--- config.mk ---
export PLATFORM = sky130hd
export DESIGN_NAME = hw_task_scheduler
export DESIGN_NICKNAME = d
export VERILOG_FILES = /design/src/rtl/sched_pkg.sv /design/src/rtl/sched_prio_select.sv /design/src/rtl/hw_task_scheduler.sv
export SDC_FILE = /design/constraint.sdc
export NUM_CORES = 1
export LEC_CHECK = 0
export CAP_MARGIN = 40
export CORE_MARGIN = 1
export CORE_UTILIZATION = 40
export CTS_CLUSTER_SIZE = 40
export DETAILED_ROUTE_END_ITERATION = 6
export GPL_TIMING_DRIVEN = 0
export PLACE_DENSITY = 0.63
export REMOVE_ABC_BUFFERS = 1
export SLEW_MARGIN = 20
export SYNTH_ARGS = -nofsm -noshare
export SYNTH_HDL_FRONTEND = slang
export SYNTH_HIERARCHICAL = 1
export SYNTH_SLANG_ARGS = --single-unit
--- constraint.sdc ---
create_clock -name clk -period 30.1 [get_ports clk]
set_input_delay 9.03 -clock clk [delete_from_list [all_inputs] [get_ports clk]]
set_output_delay 9.03 -clock clk [all_outputs]
set_load 0.02 [all_outputs]
--- src/rtl/sched_pkg.sv ---
// Shared types for the hardware task scheduler: command opcodes, per-slot
// task state and the command-ready control states.
package sched_pkg;

  typedef enum logic [2:0] {
    OP_NOP     = 3'd0,
    OP_ADD     = 3'd1,
    OP_REMOVE  = 3'd2,
    OP_BLOCK   = 3'd3,
    OP_UNBLOCK = 3'd4,
    OP_SETPRIO = 3'd5,
    OP_YIELD   = 3'd6
  } sched_op_t;

  typedef enum logic [1:0] {
    TS_FREE    = 2'd0,
    TS_READY   = 2'd1,
    TS_BLOCKED = 2'd2,
    TS_RUNNING = 2'd3
  } task_state_t;

  typedef enum logic {
    CTRL_RESET = 1'b0,
    CTRL_RUN   = 1'b1
  } ctrl_state_t;

endpackage

--- src/rtl/sched_prio_select.sv ---
// Combinational arg-max over READY slots. Slots are rotated so that rr_ptr
// becomes position 0, then a binary comparator tree picks the highest
// priority; on equal priority the lower rotated position (earlier in the
// round-robin scan) wins.
module sched_prio_select
  import sched_pkg::*;
#(
  parameter int NUM_TASKS = 16,
  parameter int PRIO_W    = 8,
  localparam int TID_W    = $clog2(NUM_TASKS)
) (
  input  task_state_t       state [NUM_TASKS],
  input  logic [PRIO_W-1:0] prio  [NUM_TASKS],
  input  logic [TID_W-1:0]  rr_ptr,
  output logic              sel_valid,
  output logic [TID_W-1:0]  sel_tid,
  output logic [PRIO_W-1:0] sel_prio
);

  // Heap-ordered tree: node k combines children 2k and 2k+1; leaves at N..2N-1
  logic              node_v [1:2*NUM_TASKS-1];
  logic [TID_W-1:0]  node_t [1:2*NUM_TASKS-1];
  logic [PRIO_W-1:0] node_p [1:2*NUM_TASKS-1];

  // Rotate into the leaves, then reduce pairwise toward the root
  always_comb begin
    for (int unsigned k = 1; k < 2 * NUM_TASKS; k++) begin
      node_v[k] = 1'b0;
      node_t[k] = '0;
      node_p[k] = '0;
    end
    for (int unsigned i = 0; i < NUM_TASKS; i++) begin
      node_t[NUM_TASKS + i] = rr_ptr + TID_W'(i);
      node_v[NUM_TASKS + i] = (state[node_t[NUM_TASKS + i]] == TS_READY);
      node_p[NUM_TASKS + i] = prio[node_t[NUM_TASKS + i]];
    end
    for (int unsigned k = NUM_TASKS - 1; k >= 1; k--) begin
      if (node_v[2*k+1] && (!node_v[2*k] || (node_p[2*k+1] > node_p[2*k]))) begin
        node_v[k] = node_v[2*k+1];
        node_t[k] = node_t[2*k+1];
        node_p[k] = node_p[2*k+1];
      end else begin
        node_v[k] = node_v[2*k];
        node_t[k] = node_t[2*k];
        node_p[k] = node_p[2*k];
      end
    end
    sel_valid = node_v[1];
    sel_tid   = node_t[1];
    sel_prio  = node_p[1];
  end

endmodule

--- src/rtl/hw_task_scheduler.sv ---
// Task table with command port, dispatch handshake and a registered
// highest-priority/round-robin queue head.
module hw_task_scheduler
  import sched_pkg::*;
#(
  parameter int NUM_TASKS = 16,
  parameter int PRIO_W    = 8,
  localparam int TID_W    = $clog2(NUM_TASKS)
) (
  input  logic              clk,
  input  logic              rst,
  input  logic              cmd_valid,
  output logic              cmd_ready,
  input  logic [2:0]        cmd_op,
  input  logic [TID_W-1:0]  cmd_tid,
  input  logic [PRIO_W-1:0] cmd_prio,
  input  logic              dispatch,
  output logic              head_valid,
  output logic [TID_W-1:0]  head_tid,
  output logic [PRIO_W-1:0] head_prio,
  output logic              running_valid,
  output logic [TID_W-1:0]  running_tid,
  output logic [TID_W:0]    ready_count,
  output logic              empty_flag,
  output logic              cmd_err
);

  ctrl_state_t       ctrl_q, ctrl_d;
  task_state_t       st_q [NUM_TASKS];
  task_state_t       st_d [NUM_TASKS];
  logic [PRIO_W-1:0] pr_q [NUM_TASKS];
  logic [PRIO_W-1:0] pr_d [NUM_TASKS];
  logic [TID_W-1:0]  rr_q, rr_d;
  logic              run_v_d;
  logic [TID_W-1:0]  run_t_d;
  logic              err_d, tbl_chg;
  logic              sel_v;
  logic [TID_W-1:0]  sel_t;
  logic [PRIO_W-1:0] sel_p;
  logic [TID_W:0]    cnt;
  sched_op_t         op;

  assign op = sched_op_t'(cmd_op);

  // Command-ready control state register
  always_ff @(posedge clk) begin
    if (rst) ctrl_q <= CTRL_RESET;
    else     ctrl_q <= ctrl_d;
  end

  // Hold off commands for the first cycle after reset releases
  always_comb begin
    ctrl_d    = ctrl_q;
    cmd_ready = 1'b0;
    case (ctrl_q)
      CTRL_RESET: ctrl_d = CTRL_RUN;
      CTRL_RUN: begin
        ctrl_d    = CTRL_RUN;
        cmd_ready = 1'b1;
      end
      default: ctrl_d = CTRL_RESET;
    endcase
  end

  // Next table: dispatch applied first, then the command on the updated table
  always_comb begin
    st_d    = st_q;
    pr_d    = pr_q;
    rr_d    = rr_q;
    run_v_d = running_valid;
    run_t_d = running_tid;
    err_d   = 1'b0;
    tbl_chg = 1'b0;
    if (dispatch && head_valid) begin
      if (running_valid) st_d[running_tid] = TS_READY;
      st_d[head_tid] = TS_RUNNING;
      run_v_d = 1'b1;
      run_t_d = head_tid;
      rr_d    = head_tid + TID_W'(1);
      tbl_chg = 1'b1;
    end
    if (cmd_valid && cmd_ready) begin
      case (op)
        OP_ADD:
          if (st_d[cmd_tid] == TS_FREE) begin
            st_d[cmd_tid] = TS_READY;
            pr_d[cmd_tid] = cmd_prio;
            tbl_chg = 1'b1;
          end else err_d = 1'b1;
        OP_REMOVE:
          if (st_d[cmd_tid] != TS_FREE) begin
            if (st_d[cmd_tid] == TS_RUNNING) run_v_d = 1'b0;
            st_d[cmd_tid] = TS_FREE;
            tbl_chg = 1'b1;
          end else err_d = 1'b1;
        OP_BLOCK:
          if (st_d[cmd_tid] == TS_READY || st_d[cmd_tid] == TS_RUNNING) begin
            if (st_d[cmd_tid] == TS_RUNNING) run_v_d = 1'b0;
            st_d[cmd_tid] = TS_BLOCKED;
            tbl_chg = 1'b1;
          end else err_d = 1'b1;
        OP_UNBLOCK:
          if (st_d[cmd_tid] == TS_BLOCKED) begin
            st_d[cmd_tid] = TS_READY;
            tbl_chg = 1'b1;
          end else err_d = 1'b1;
        OP_SETPRIO:
          if (st_d[cmd_tid] != TS_FREE) begin
            pr_d[cmd_tid] = cmd_prio;
            tbl_chg = 1'b1;
          end else err_d = 1'b1;
        OP_YIELD:
          if (run_v_d) begin
            st_d[run_t_d] = TS_READY;
            run_v_d = 1'b0;
            tbl_chg = 1'b1;
          end else err_d = 1'b1;
        default: ;
      endcase
    end
  end

  // Count READY slots in the current table
  always_comb begin
    cnt = '0;
    for (int unsigned i = 0; i < NUM_TASKS; i++)
      if (st_q[i] == TS_READY) cnt = cnt + (TID_W+1)'(1);
  end

  sched_prio_select #(
    .NUM_TASKS(NUM_TASKS),
    .PRIO_W   (PRIO_W)
  ) u_sel (
    .state    (st_q),
    .prio     (pr_q),
    .rr_ptr   (rr_q),
    .sel_valid(sel_v),
    .sel_tid  (sel_t),
    .sel_prio (sel_p)
  );

  // Table, running task and registered head/count stage; the head is
  // suppressed for the cycle following any table change since it was
  // selected from the pre-change table.
  always_ff @(posedge clk) begin
    if (rst) begin
      for (int unsigned i = 0; i < NUM_TASKS; i++) begin
        st_q[i] <= TS_FREE;
        pr_q[i] <= '0;
      end
      rr_q          <= '0;
      running_valid <= 1'b0;
      running_tid   <= '0;
      cmd_err       <= 1'b0;
      head_valid    <= 1'b0;
      head_tid      <= '0;
      head_prio     <= '0;
      ready_count   <= '0;
      empty_flag    <= 1'b1;
    end else begin
      st_q          <= st_d;
      pr_q          <= pr_d;
      rr_q          <= rr_d;
      running_valid <= run_v_d;
      running_tid   <= run_t_d;
      cmd_err       <= err_d;
      head_valid    <= sel_v & ~tbl_chg;
      head_tid      <= sel_t;
      head_prio     <= sel_p;
      ready_count   <= cnt;
      empty_flag    <= (cnt == '0);
    end
  end

endmodule

==> results.cfg <==
[critical_path]
rr_worst_depth = 44
required_ns = 30.46
cpMostUsedCell = nor2_1
max_stage_delay_ns = 0.94
slowest_stage = clkdlybuf4s50_1
worstSetupEndpointType = register
r2r-end = head_prio[1]$_SDFF_PP0_
critPathBufInv = 1
path_cells = clkdlybuf4s50_1 -> nor2_1 -> nand2_1 -> a21oi_1 -> nor4_1 -> o311ai_1 -> nor2_1 -> nand2_1 -> xnor2_1 -> nand3_2 -> nor2_4 -> mux2i_1 -> nor2_1
crit_type = primary input to register
cp_top_family = simple AND/OR/NAND/NOR gates
r2r_start = rr_q[1]$_SDFFE_PP0P_
cp-start-kind = primary input
crit_fanout = 16
reg2reg_slack_ns = 17.30
cp.arrival_ns = 14.35

[die]
start_util_pct = 40.8
die_w_um = 243
die_area_sq_um = 59100
pin_count = 45
core_area_sq_um = 56900
num_rows = 87
die_h_um = 243

[placement]
portBuffers = 44
place.gp.congestion = 1.02
place_hpwl_um = 65800
post_dp_cell_area_sq_um = 24800
post-place-cells = 3476

[yosys]
synth_seq_area_share_pct = 16.4
synth_seq_cells = 190
synth.avg_cell_area_sq_um = 8.29
ys.flop_type = dfxtp_1
yosysWarningCount = 6
synthesis.area_sq_um = 23200
synth_cells = 2805
synth-edff-count = 0
synth_cell_types = 105
async_flop_share_pct = 0

[sta]
slew_viol_final = 0
fin_crit_ns = 14.00
slew_headroom_pct = 24.7
worst_pin_slew_ns = 1.13
setup_violations = 0
fmax_ghz = 0.0715
hold_viol_final = 0
fin_skew_ns = 0.0192
setup_tns_ns = 0
fin_crit_sh_pct = 46.5
rsz0062_at_grt = false

[grt]
antenna_found_initial = 0
grt_pass1_wl_um = 128000
grt_pass1_vias = 20800
grt_max_degree = 95
overflow = 0
track_usage_pct = 28.3

[detailed_routing]
vias = 22500
drc = 0
drt_iter0_drc = 2567
met3_wirelength_um = 8340
routed_wl_um = 85200
drt-met1-wl_um = 36600
dr_wl_met2_um = 37200
dr.pass1.iters = 6
avgRoutedWirePerCell_um = 24.3
drtAntennaViolNets = 0
vias_per_cell = 6.41
top_layer_used = met4

[pwr]
clockPowerShare_pct = 11.2
swShare_pct = 51.1
p_int_uw = 1000
leakagePower_uw = 0.00993
p_comb_share_pct = 74.4
p_sw_uw = 1050
power_density_nw_per_um2 = 80.8
seq_power_share_pct = 14.4
peakVddDrop_mv = 0.0832

[cts]
path_clk_slew_ns = 0.08
cts_buffers = 17
ctsHoldBuffers = 0
cts_buffer_depth = 2
tritoncts = done
clock_latency_ns = 0.50
postCtsSetupBuffers = 0
cts_resized = 0
clock_sinks = 190
cts-root-buf = clkbuf_16
htreeDepth = 4

[layout]
fin_area_sq_um = 25400
area.growth.synth_to_final_pct = 9.13
fin_cells = 3510
layout-drive-gt1-share_pct = 13.5
nets = 2907
most-common-layout-cells = mux2i_1 (319), nand2_1 (319), nor2_1 (275), dfxtp_1 (186), o21ai_0 (171)
n_fill_cell = 5511
antenna_cells = 0
multi_input_area_sq_um = 18300
register_area_sq_um = 3820
fin_util_pct = 44.6

[worst_hold_path]
hold_class = register to register
worstHoldPathCells = 2
min_to = pr_q[0]$_SDFFE_PP0P_
min-delay-start = pr_q[0]$_SDFFE_PP0P_

[run_status]
run_status = finished clean

[flow_run]
drv_cap = 0
## worst max path at each step
stage | start | end | slack (ns) | depth (start not counted)
final | cmd_tid[3] | pr_q[29]$_SDFFE_PP0P_ | 16.10 | 13
after global routing | dispatch | pr_q[7]$_SDFFE_PP0P_ | 16.05 | 14
after CTS | dispatch | pr_q[4]$_SDFFE_PP0P_ | 16.29 | 13
after detailed placement | dispatch | pr_q[7]$_SDFFE_PP0P_ | 15.79 | 13
after global placement | rr_q[0]$_SDFFE_PP0P_ | head_tid[0]$_SDFF_PP0_ | 5.77 | 40
after floorplan | rr_q[0]$_SDFFE_PP0P_ | head_tid[0]$_SDFF_PP0_ | 12.25 | 42
## cell usage after synthesis (11+ instances only)
| cell | n | area (sq um) |
|---|---|---|
| a311oi_1 | 12 | 105 |
| a21o_1 | 26 | 195 |
| xnor2_1 | 45 | 394 |
| a211oi_1 | 17 | 128 |
| o21ai_0 | 171 | 856 |
| o211ai_1 | 31 | 233 |
| mux2_2 | 58 | 653 |
| nor3b_1 | 17 | 128 |
| xor2_1 | 17 | 149 |
| nor3_1 | 23 | 115 |
| buf_1 | 17 | 63.8 |
| nor2_1 | 285 | 1070 |
| nand3b_1 | 14 | 105 |
| mux2i_1 | 319 | 3190 |
| or4_1 | 14 | 105 |
| inv_1 | 136 | 510 |
| nand4_1 | 37 | 231 |
| ha_1 | 147 | 1840 |
| a31oi_1 | 21 | 131 |
| nand2_1 | 319 | 1200 |
| buf_2 | 27 | 135 |
| buf_4 | 13 | 97.6 |
| a21oi_1 | 143 | 716 |
| nor2b_1 | 68 | 425 |
| o22ai_1 | 30 | 188 |
| nand2b_1 | 31 | 194 |
| dfxtp_1 | 190 | 3800 |
| and2_1 | 13 | 81.3 |
| buf_6 | 12 | 135 |
| clkbuf_1 | 113 | 424 |
| mux4_2 | 141 | 3180 |
| o21a_1 | 13 | 97.6 |
| and3_1 | 11 | 68.8 |
| nand3_1 | 47 | 235 |
## final cells by class
type	instances	share of cell area, %
sequential	190	15.0
multi-input combinational	2291	72.2
tap	756	3.73
clock buffer	18	1.69
inverter	141	2.09
timing repair buffer	100	4.70
clock inverter	14	0.552
## kinds of logic after synthesis
group	Yosys count	share of synthesized area (%)
compound gates	604	16.8
xor+xnor	70	3.06
flops	190	16.4
buf+inv	324	5.98
mux	520	30.3
simple gates	950	19.5
fa+ha+maj	147	7.91
## through the flow
| stage | total power (uW) | worst slack [ns] | hold slack (ns) |
|---|---|---|---|
| global route | 2180 | 16.05 | 0.578 |
| global placement | 1710 | 5.77 | 0.527 |
| CTS | 2020 | 16.29 | 0.558 |
| floorplan | 1320 | 12.25 | 0.507 |
| detailed placement | 1780 | 15.79 | 0.545 |
| finish | 2050 | 16.10 | 0.558 |
## worst min-delay path, delay by kind of cell, from the launching register on
kind | cells | cell delay (ns)
simple gates | 1 | 0.05
mux | 1 | 0.13
flops | 1 | 0.34
## power groups by stage
stage	Clock (uW)	Combinational [uW]	Sequential, uW
floorplan	0	1010	304
global placement	0	1390	314
detailed placement	0	1480	299
global route	246	1630	296
CTS	236	1490	293
finish	230	1530	294
## layer usage
layer | up-vias | global-route usage (%)
met5 | - | 0
met4 | 0 | 10.8
met3 | 164 | 5.73
met2 | 1157 | 43.1
met1 | 10900 | 39.0
li1 | 10300 | -
## sequential cells by signal, indices dropped and copies added, names as in the netlist
register / flops
head_prio: 8
cmd_err: 1
running_valid: 1
head_valid: 1
rr_q: 4
empty_flag: 1
ready_count: 5
st_q: 32
head_tid: 4
ctrl_q: 1
pr_q: 128
running_tid: 4
Power figures use the tool's default switching activity.
